$ cat src/rtl/dmem_pkg.sv
// Shared encodings for the data-memory lane controller: funct3 sizes and FSM states.
package dmem_pkg;
  localparam logic [2:0] F3_B  = 3'b000;
  localparam logic [2:0] F3_H  = 3'b001;
  localparam logic [2:0] F3_W  = 3'b010;
  localparam logic [2:0] F3_BU = 3'b100;
  localparam logic [2:0] F3_HU = 3'b101;

  typedef enum logic [1:0] {IDLE, RDWAIT, ERR, RESP} state_e;
endpackage

$ cat src/rtl/load_extract.sv
// Picks the addressed byte/halfword out of an SRAM word and sign/zero-extends it.
module load_extract
  import dmem_pkg::*;
(
  input  logic [31:0] rdata_i,
  input  logic [1:0]  offset_i,
  input  logic [2:0]  funct3_i,
  output logic [31:0] data_o
);
  logic [31:0] lane;
  assign lane = rdata_i >> {offset_i, 3'b000};

  always_comb begin
    data_o = rdata_i;
    case (funct3_i)
      F3_B:    data_o = {{24{lane[7]}}, lane[7:0]};
      F3_H:    data_o = {{16{lane[15]}}, lane[15:0]};
      F3_BU:   data_o = {24'h0, lane[7:0]};
      F3_HU:   data_o = {16'h0, lane[15:0]};
      default: data_o = rdata_i;
    endcase
  end
endmodule

$ cat src/rtl/dmem_lane_ctrl.sv
// Load/store lane controller: steers stores onto byte strobes, extends loads,
// and turns illegal/misaligned requests into error responses without touching memory.
module dmem_lane_ctrl
  import dmem_pkg::*;
#(
  parameter int ADDR_WIDTH = 10,
  parameter int SIZE       = 32
) (
  input  logic                  clk,
  input  logic                  reset,
  input  logic                  req_valid,
  output logic                  req_ready,
  input  logic                  req_we,
  input  logic [2:0]            req_funct3,
  input  logic [31:0]           req_addr,
  input  logic [SIZE-1:0]       req_wdata,
  output logic                  resp_valid,
  output logic [SIZE-1:0]       resp_rdata,
  output logic                  resp_err,
  output logic                  mem_en,
  output logic [3:0]            mem_we,
  output logic [ADDR_WIDTH-1:0] mem_addr,
  output logic [SIZE-1:0]       mem_wdata,
  input  logic [SIZE-1:0]       mem_rdata
);
  state_e          state_q, state_d;
  logic [2:0]      f3_q;
  logic [1:0]      off_q;
  logic [SIZE-1:0] rdata_q, rdata_d, ext;
  logic            err_q, err_d;
  logic            hs, legal, misal, req_err;
  logic [3:0]      strb;
  logic [SIZE-1:0] wsteer;
  logic            unused_addr;

  assign unused_addr = ^req_addr[31:ADDR_WIDTH+2];

  always_comb begin
    case (req_funct3)
      F3_B, F3_H, F3_W: legal = 1'b1;
      F3_BU, F3_HU:     legal = !req_we;
      default:          legal = 1'b0;
    endcase
    misal = ((req_funct3[1:0] == 2'b01) && req_addr[0]) ||
            ((req_funct3[1:0] == 2'b10) && (req_addr[1:0] != 2'b00));
    req_err = !legal || misal;
    case (req_funct3[1:0])
      2'b00: begin
        strb   = 4'b0001 << req_addr[1:0];
        wsteer = {4{req_wdata[7:0]}};
      end
      2'b01: begin
        strb   = req_addr[1] ? 4'b1100 : 4'b0011;
        wsteer = {2{req_wdata[15:0]}};
      end
      default: begin
        strb   = 4'b1111;
        wsteer = req_wdata;
      end
    endcase
  end

  assign req_ready  = (state_q == IDLE);
  assign hs         = req_valid && req_ready;
  assign mem_en     = hs && !req_err;
  assign mem_we     = (mem_en && req_we) ? strb : 4'b0000;
  assign mem_addr   = req_addr[ADDR_WIDTH+1:2];
  assign mem_wdata  = wsteer;
  // ERR is itself the error-response cycle, so errors answer at T+1 like stores.
  assign resp_valid = (state_q == ERR) || (state_q == RESP);
  assign resp_rdata = rdata_q;
  assign resp_err   = err_q;

  load_extract u_extract (
    .rdata_i  (mem_rdata),
    .offset_i (off_q),
    .funct3_i (f3_q),
    .data_o   (ext)
  );

  always_comb begin
    state_d = state_q;
    rdata_d = rdata_q;
    err_d   = err_q;
    case (state_q)
      IDLE: if (hs) begin
        if (req_err || req_we) begin
          rdata_d = '0;
          err_d   = req_err;
        end
        state_d = req_err ? ERR : (req_we ? RESP : RDWAIT);
      end
      RDWAIT: begin
        rdata_d = ext;
        err_d   = 1'b0;
        state_d = RESP;
      end
      ERR:     state_d = IDLE;
      RESP:    state_d = IDLE;
      default: state_d = IDLE;
    endcase
  end

  always_ff @(posedge clk or posedge reset) begin
    if (reset) begin
      state_q <= IDLE;
      f3_q    <= '0;
      off_q   <= '0;
      rdata_q <= '0;
      err_q   <= 1'b0;
    end else begin
      state_q <= state_d;
      rdata_q <= rdata_d;
      err_q   <= err_d;
      if (hs) begin
        f3_q  <= req_funct3;
        off_q <= req_addr[1:0];
      end
    end
  end
endmodule

$ cat config.mk
export PLATFORM = sky130hd
export DESIGN_NAME = dmem_lane_ctrl
export DESIGN_NICKNAME = d
export VERILOG_FILES = /design/src/rtl/dmem_pkg.sv /design/src/rtl/load_extract.sv /design/src/rtl/dmem_lane_ctrl.sv
export SDC_FILE = /design/constraint.sdc
export NUM_CORES = 1
export LEC_CHECK = 0
export BUFFER_PORTS_ARGS = -buffer_cell sky130_fd_sc_hd__buf_2
export CAP_MARGIN = 20
export CELL_PAD_IN_SITES_DETAIL_PLACEMENT = 1
export CELL_PAD_IN_SITES_GLOBAL_PLACEMENT = 1
export CORE_ASPECT_RATIO = 1.1
export CORE_MARGIN = 1
export CORE_UTILIZATION = 31
export CTS_CLUSTER_SIZE = 40
export DETAILED_ROUTE_END_ITERATION = 16
export PLACE_DENSITY = 0.87
export REMOVE_ABC_BUFFERS = 1
export SLEW_MARGIN = 10
export SYNTH_ARGS = -nofsm -noshare
export SYNTH_HDL_FRONTEND = slang
export SYNTH_SLANG_ARGS = --single-unit
$ cat constraint.sdc
create_clock -name clk -period 4.3 [get_ports clk]
set_clock_uncertainty 0.15 [all_clocks]
set_input_delay 0.86 -clock clk [delete_from_list [all_inputs] [get_ports clk]]
set_output_delay 0.86 -clock clk [all_outputs]
set_load 0.02 [all_outputs]
# Yosys cells after proc, flatten, opt, wreduce, memory -nomap -nowiden
# Cells that the tools add are included.
dict set report totals {
  register_bits 40
  in_bits 103
}
dict set report classes {
  n_eq_ne 14
  n_shift 2
  n_mux 16
  n_reduce_logical 22
}
# op n
set op_table {}
lappend op_table {{$pmux 32 s2} 2}
lappend op_table {{$pmux 32 s4} 1}
lappend op_table {{$mux 32} 2}
lappend op_table {{$shr 32x5->16} 1}
lappend op_table {{$eq 3x3->1 const B} 4}
lappend op_table {{$mux 4} 2}
lappend op_table {{$pmux 4 s2} 1}
lappend op_table {{$eq 2x2->1 const B} 3}
lappend op_table {{$eq 3x1->1 const B} 2}
lappend op_table {{$logic_not 3->1} 2}
lappend op_table {{$mux 2} 3}
lappend op_table {{$pmux 2 s3} 1}
lappend op_table {{$logic_and 1x1->1} 5}
lappend op_table {{$eq 2x1->1 const B} 2}
lappend op_table {{$logic_not 2->1} 2}
lappend op_table {{$logic_or 1x1->1} 4}
lappend op_table {{$ne 2x1->1 const B} 2}
lappend op_table {{$pmux 1 s2} 2}
lappend op_table {{$reduce_bool 2->1} 2}
lappend op_table {{$reduce_or 2->1} 2}
lappend op_table {{$shl 1x2->4 const A} 1}
lappend op_table {{$eq 3x2->1 const B} 1}
lappend op_table {{$logic_not 1->1} 3}
lappend op_table {{$reduce_and 3->1} 1}
lappend op_table {{other kinds (2)} 3}

# Logic depth before layout (Yosys ltp)
# Gate-level depths: netlist (run 1).
dict set report depth {
  depth_word 9
  depth_mapped 7
}

# Hierarchy
# Synthesis (run 1) repeated with hierarchy kept, for this count alone.
dict set report unflattened {
  cells_unflattened 357
  area_unflattened_um2 3041.7
}
# mod instances cells_each area_each_um2 seq_area_each_um2
set modules_own_cells {}
lappend modules_own_cells {dmem_lane_ctrl 1 251 2349.8 1001.0}
lappend modules_own_cells {load_extract 1 106 691.9 0.0}

# Worst setup path after synthesis (run 1)
# No wires, ideal clock.
dict set report synth_timing {
  path_type {in2out}
  startpoint {input req_funct3[0]}
  endpoint {output mem_we[1]}
  arrival_ns 2.672
  setup_slack_ns 0.618
  path_stages 5
  path_buffers 1
  path_cell_list {clkbuf_2 or4_4 a21boi_0 nand2_1 a21oi_1}
}
dict set report synth_via {
  elab_chain_len 9
  elab_cells_between_ends 21
}
# item line
set synth_lines {}
lappend synth_lines {{start, declared} dmem_lane_ctrl.sv:14} ;# input logic [2:0] req_funct3,
lappend synth_lines {{$eq 3x1->1 (tied with other cells)} dmem_lane_ctrl.sv:39} ;# case (req_funct3)
lappend synth_lines {{$reduce_or 3->1 or $reduce_or 2->1 (tied branches)} dmem_lane_ctrl.sv:39}
lappend synth_lines {{$pmux 1 s2} dmem_lane_ctrl.sv:39}
lappend synth_lines {{$logic_not 1->1} dmem_lane_ctrl.sv:46} ;# req_err = !legal || misal;
lappend synth_lines {{$logic_or 1x1->1 *} dmem_lane_ctrl.sv:46}
lappend synth_lines {{$logic_not 1->1 *} dmem_lane_ctrl.sv:65} ;# assign mem_en = hs && !req_err;
lappend synth_lines {{$logic_and 1x1->1 *} dmem_lane_ctrl.sv:65}
lappend synth_lines {{named net mem_en} dmem_lane_ctrl.sv:20} ;# output logic mem_en,
lappend synth_lines {{$logic_and 1x1->1 *} dmem_lane_ctrl.sv:66} ;# assign mem_we = (mem_en && req_we) ? strb : 4'b0000;
lappend synth_lines {{$mux 4 *} dmem_lane_ctrl.sv:66}
lappend synth_lines {{end, declared} dmem_lane_ctrl.sv:21} ;# output logic [3:0] mem_we,
# The timed path passes the listed nets; every way through them passes the cells marked *.

# Worst setup path after layout (run 1)
dict set report layout_timing {
  startpoint {input req_funct3[0]}
  endpoint {output mem_we[3]}
}
dict set report layout_via {
  elab_chain_len 9
  elab_cells_between_ends 21
}
# item line
set layout_lines {}
lappend layout_lines {{$eq 3x1->1 (tied with other cells)} dmem_lane_ctrl.sv:39}
lappend layout_lines {{$reduce_or 3->1 or $reduce_or 2->1 (tied branches)} dmem_lane_ctrl.sv:39}
lappend layout_lines {{$pmux 1 s2} dmem_lane_ctrl.sv:39}
lappend layout_lines {{$logic_not 1->1} dmem_lane_ctrl.sv:46}
lappend layout_lines {{$logic_or 1x1->1} dmem_lane_ctrl.sv:46}
lappend layout_lines {{$logic_not 1->1} dmem_lane_ctrl.sv:65}
lappend layout_lines {{$logic_and 1x1->1} dmem_lane_ctrl.sv:65}
lappend layout_lines {{$logic_and 1x1->1} dmem_lane_ctrl.sv:66}
lappend layout_lines {{$mux 4 *} dmem_lane_ctrl.sv:66}
# Mark *: on every way between the ends. The rest lies on a longest branch, timed or not.

==> results of run 1 <==
-- layout by cell type (no fill, tap or decap), types with 2 or more instances in the layout --
cell,synthesis,routed
buf_2,3,144
nor2_1,8,8
o21ai_0,28,28
a2bb2oi_1,7,7
clkbuf_8,0,5
buf_4,18,4
a22o_1,9,9
a21oi_1,4,4
mux2_2,19,19
inv_1,18,18
nor2b_1,2,2
a221o_1,17,17
a311oi_1,6,6
nand2_1,24,24
mux2i_1,20,20
nand2b_1,4,4
o22ai_1,6,6
o2bb2ai_1,7,7
dfrtp_1,40,40
-- layer usage --
metal | wire, um | up-vias | GRT usage
li1 | - | 1228 | -
met1 | 3560 | 1287 | 0.224
met2 | 4560 | 148 | 0.373
met3 | 742 | 13 | 0.0619
met4 | 173 | 0 | 0.0620
met5 | 0 | - | 0
-- cell families (layout without fill, tap and decap cells) --
group	after synthesis	in the layout	share of synthesized area
XOR/XNOR	1	1	0.00326
AO/OA/AOI/OAI	93	93	0.261
multiplexers	40	40	0.163
flip-flops	40	40	0.373
AND/OR/NAND/NOR	44	44	0.0755
buffers and inverters	60	173	0.125
-- state kept, by name, summed over array words and instances, names as in the netlist --
| name | count |
|---|---|
| resp_rdata | 32 |
| f3_q | 3 |
| off_q | 2 |
| state_q | 2 |
| resp_err | 1 |
-- critical path, delay by kind of cell --
family          cells  cell delay, ps
buf+inv             2             420
simple gates        2             720
compound gates      2             500
-- worst min path at each step --
stage | from | end | slack [ps] | cells past startpoint
5_1_grt | resp_rdata[4] | resp_rdata[4] | 370 | 1
3_5_place_dp | resp_rdata[4] | resp_rdata[4] | 320 | 1
4_1_cts | resp_rdata[4] | resp_rdata[4] | 340 | 1
6_report | resp_rdata[4] | resp_rdata[4] | 340 | 1
3_3_place_gp | resp_rdata[4] | resp_rdata[4] | 320 | 1
2_1_floorplan | f3_q[2] | f3_q[2] | 360 | 1
-- final cells by class --
type,count,share of cell area
inverter,18,0.0200
timing repair buffer,148,0.222
clock buffer,6,0.0214
tap,111,0.0410
clock inverter,1,0.00148
sequential,40,0.296
multi-input combinational,178,0.399
-- power by group --
group | internal, mW | switching (mW)
combinational | 0.456 | 0.668
sequential | 0.531 | 0.125
clock | 0.111 | 0.132
==> impl_metrics.ini, run 1 <==
[layout]
multi_input_area_mm2 = 0.00135
finalNonFillerCells = 502
fin_util = 0.403
seq_area_mm2 = 0.00100
nFillCells = 1014
nets = 494
final_area_mm2 = 0.00338
num_antenna_cells = 0
drive_gt1_frac = 0.453
area.growth.synth_to_final_pct = 26.0

[grt]
grt_pass1_wl_um = 14500
grt.total_usage = 0.203
grt_max_degree = 35
grt_antenna_before_repair = 0
grt_pass1_vias = 2835
gr-total-overflow = 0

[hold_path]
min_path_type = register to register

[setup_path]
cp_max_fo = 15
end_kind = output pin
path_cells = buf_2 > or4_4 > a21boi_0 > nand2_1 > a21oi_1 > buf_2
r2r_cells = 4
worstSetupEndpoint = mem_we[3]
crit_top_cell = buf_2
ff2ff_setup_slack_ps = 1710
worstPathRequired_ps = 3290
crit_type = input pin to output pin
r2r_end = resp_rdata[8]
arrival_ps = 2510
crit_path_max_incr_delay_ps = 530
slowest_stage = or4_4
crit_path_start_kind = input pin
worstReg2RegStart = f3_q[1]
startpoint = req_funct3[0]

[yosys]
netlist-cell-type-count = 39
synth_area_per_cell_um2 = 9.66
synth_area_leaders = dfrtp_1 37%, mux2_2 8.0%, mux2i_1 7.5%
synth_top_area_frac = 0.373
synth_edf_count = 0
async_flop_share = 1.00
yosysMostFrequentCell = dfrtp_1
ys_seq_elements = 40
synth.top_cells.by_count = 40 x dfrtp_1, 28 x o21ai_0, 24 x nand2_1, 20 x mux2i_1, 19 x mux2_2
synth_ff_type = dfrtp_1
synth_area_leader_cell = dfrtp_1
ys_seq_area_frac = 0.373
postSynthCellCount = 278
ys.warnings.count = 0
synthesis.area_mm2 = 0.00269

[sta]
period_minus_slack_ps = 3520
worst_pin_slew_ps = 845
rsz0062_at_grt = false
hold_slack_ps = 338
setup_slack_ps = 779
hold_viol = 0
fmax_mhz = 284
tns_ps = 0
finalSetupViolCount = 0
slew_violations = 0
max_slew_margin = 0.436
finalCritPeriodShare = 0.819

[pwr]
cellLeakagePower_nw = 1.80
pwr_density_cell_mw_per_mm2 = 597
power_mw = 2.02
ir_drop_mv = 0.195

[cts]
cts-root-buf = clkbuf_8
clk_pin_slew_ps = 80
cts_inserted_buffers = 5
cts_tree = built
clk_latency_ps = 290
cts_buffer_depth = 2
clock_sink_count = 40
htreeDepth = 2
cts_setup_buffers = 0
ctsResizeCount = 0
hold_buffers = 0

[drt]
wl_per_cell_um = 18.0
antenna_left = 0
first_pass_iters = 4
vias = 2676
via_per_inst = 5.33
drc_errors = 0
wl_um = 9030
drt-initial-drc-count = 82

[die]
ioPinCount = 185
die_area_mm2 = 0.00904
rows = 35
die_w_um = 90.7
core_mm2 = 0.00841
die_height_um = 99.6
initial_core_util = 0.319

[placement]
routabilityCongestion = 0.814
hpwl_um = 6900
io_buffers = 144
placedInstanceArea_mm2 = 0.00331
pre_cts_ws_ps = 783
dp.cells = 495

[run]
drv_cap = 0

[outcome]
status = complete, no violations
(Power assumes the default switching activity.)
==> run 2: changes to the inputs <==
--- a/config.mk
+++ b/config.mk
@@ -11,10 +11,10 @@
 export CELL_PAD_IN_SITES_GLOBAL_PLACEMENT = 1
 export CORE_ASPECT_RATIO = 1.1
 export CORE_MARGIN = 1
-export CORE_UTILIZATION = 31
+export CORE_UTILIZATION = 29
 export CTS_CLUSTER_SIZE = 40
 export DETAILED_ROUTE_END_ITERATION = 16
-export PLACE_DENSITY = 0.87
+export PLACE_DENSITY = 0.82
 export REMOVE_ABC_BUFFERS = 1
 export SLEW_MARGIN = 10
 export SYNTH_ARGS = -nofsm -noshare
==> constraint.sdc (replaced) <==
create_clock -name clk -period 3.5 [get_ports clk]
set_clock_uncertainty 0.15 [all_clocks]
set_input_delay 0.7 -clock clk [delete_from_list [all_inputs] [get_ports clk]]
set_output_delay 0.7 -clock clk [all_outputs]
set_load 0.02 [all_outputs]
==> run 2 against run 1 <==
Against the previous run: cell area is 2.6% higher; die area is 6.8% higher; final cell count is 2.2% higher; sequential share of layout area fell by 0.76 points; sequential power rose by 27%; first-iteration DRC count is 1.2% higher; non-clock buffer count up 7; register-to-register slack worse by 620 ps; utilization down 1.3 points; sequential cell count is the same; power up 25%; routed wire length up 3.4%; critical path type unchanged; largest power group unchanged.
==> impl_metrics.ini, run 2 (synthesized netlist as in run 1, its figures left out) <==
[outcome]
status = complete, no violations

[layout]
area.growth.synth_to_final_pct = 29.4
nets = 501
drive_gt1_frac = 0.461
finalNonFillerCells = 513
num_antenna_cells = 0
mostFrequentLayoutCells = 144 x buf_2, 40 x dfrtp_1, 28 x o21ai_0
final_common_cell = buf_2
final_area_mm2 = 0.00347
largest_reg_flops = 32

[placement]
io_buffers = 144
dp.cells = 504
hpwl_um = 7090
placedInstanceArea_mm2 = 0.00336
routabilityCongestion = 0.767

[grt]
gr-total-overflow = 0
grt_pass1_vias = 2888
grt_pass1_wl_um = 14700
grt_antenna_before_repair = 0
grt_max_degree = 35
grt.total_usage = 0.197

[setup_path]
crit_top_cell = buf_2
path_cells = buf_2 > or4_4 > a21boi_0 > nand2_1 > a21oi_1 > buf_2
end_kind = output pin
crit_type = input pin to output pin
crit_path_max_incr_delay_ps = 550
cp_max_fo = 4
crit_path_start_kind = input pin
worstPathRequired_ps = 2650
slowest_stage = or4_4
arrival_ps = 2260

[cts]
cts-root-buf = clkbuf_8
hold_buffers = 0
cts_buffer_depth = 2
cts_setup_buffers = 0
cts_tree = built
cts_inserted_buffers = 5
clk_latency_ps = 290
ctsResizeCount = 0
clk_pin_slew_ps = 80
htreeDepth = 2
clock_sink_count = 40

[sta]
finalSetupViolCount = 0
fmax_mhz = 322
slew_violations = 0
finalCritPeriodShare = 0.887
hold_viol = 0
tns_ps = 0
period_minus_slack_ps = 3110
worst_pin_slew_ps = 808
hold_slack_ps = 277
rsz0062_at_grt = false
max_slew_margin = 0.461

[die]
die_height_um = 103
rows = 36
initial_core_util = 0.301
core_mm2 = 0.00892
ioPinCount = 185
die_w_um = 93.7
die_area_mm2 = 0.00965

[pwr]
cellLeakagePower_nw = 1.84
pwr_density_cell_mw_per_mm2 = 730
ir_drop_mv = 0.207

[drt]
antenna_left = 0
via_per_inst = 5.34
wl_um = 9340
drc_errors = 0
drt-initial-drc-count = 83
vias = 2737
wl_per_cell_um = 18.2
first_pass_iters = 4

[run]
drv_cap = 0

[hold_path]
min_path_type = input pin to async pin
## run 2: cell count changes in the layout (fill, tap and decap cells not counted)
cell      change
clkbuf_1      +1
clkinv_2      -1
buf_4         +6
clkbuf_8      +1
buf_16        +1
## run 2: final cells by class
cell class                      count  area [um^2]
Tap cell                          114          143
Clock buffer                        8         90.1
Multi-Input combinational cell    178         1350
Fill cell                        1068         5450
Timing Repair Buffer              155          823
Sequential cell                    40         1000
Inverter                           18         67.6
## run 2: routing by layer
layer | up-vias | global-route usage | wire (um)
met4 | 0 | 0.0663 | 231
met2 | 158 | 0.354 | 4700
met1 | 1320 | 0.220 | 3550
met5 | - | 0 | 0
li1 | 1244 | - | -
met3 | 15 | 0.0612 | 854
## run 2: metrics by stage
step	setup WS, ps	power, mW	util
floorplan	217	1.69	-
global placement	464	2.17	0.376
detailed placement	394	2.23	0.376
CTS	384	2.56	0.386
global route	303	2.74	0.389
finish	395	2.54	0.389
## run 2: path summary, 6_finish.rpt
check,slack [ps],end,cells after the start,start
max reg2reg,1090,resp_rdata[8],5,f3_q[1]
min in group clk,340,resp_rdata[0],1,resp_rdata[0]
max in group asynchronous,2250,resp_rdata[27],4,reset
max,390,mem_we[1],6,req_addr[1]
min,280,resp_err,2,reset
min reg2reg,340,resp_rdata[0],1,resp_rdata[0]
## run 2: where the power goes
| part | internal, mW | total [mW] | switching (mW) | leakage [nW] |
|---|---|---|---|---|
| Clock | 0.161 | 0.324 | 0.163 | 0.0455 |
| Sequential | 0.651 | 0.832 | 0.181 | 0.523 |
| Combinational | 0.580 | 1.38 | 0.800 | 1.27 |
## run 2: critical path: cells and delay by family
family,cells,cell delay (ps)
buf+inv,2,320
simple gates,2,740
compound gates,2,500
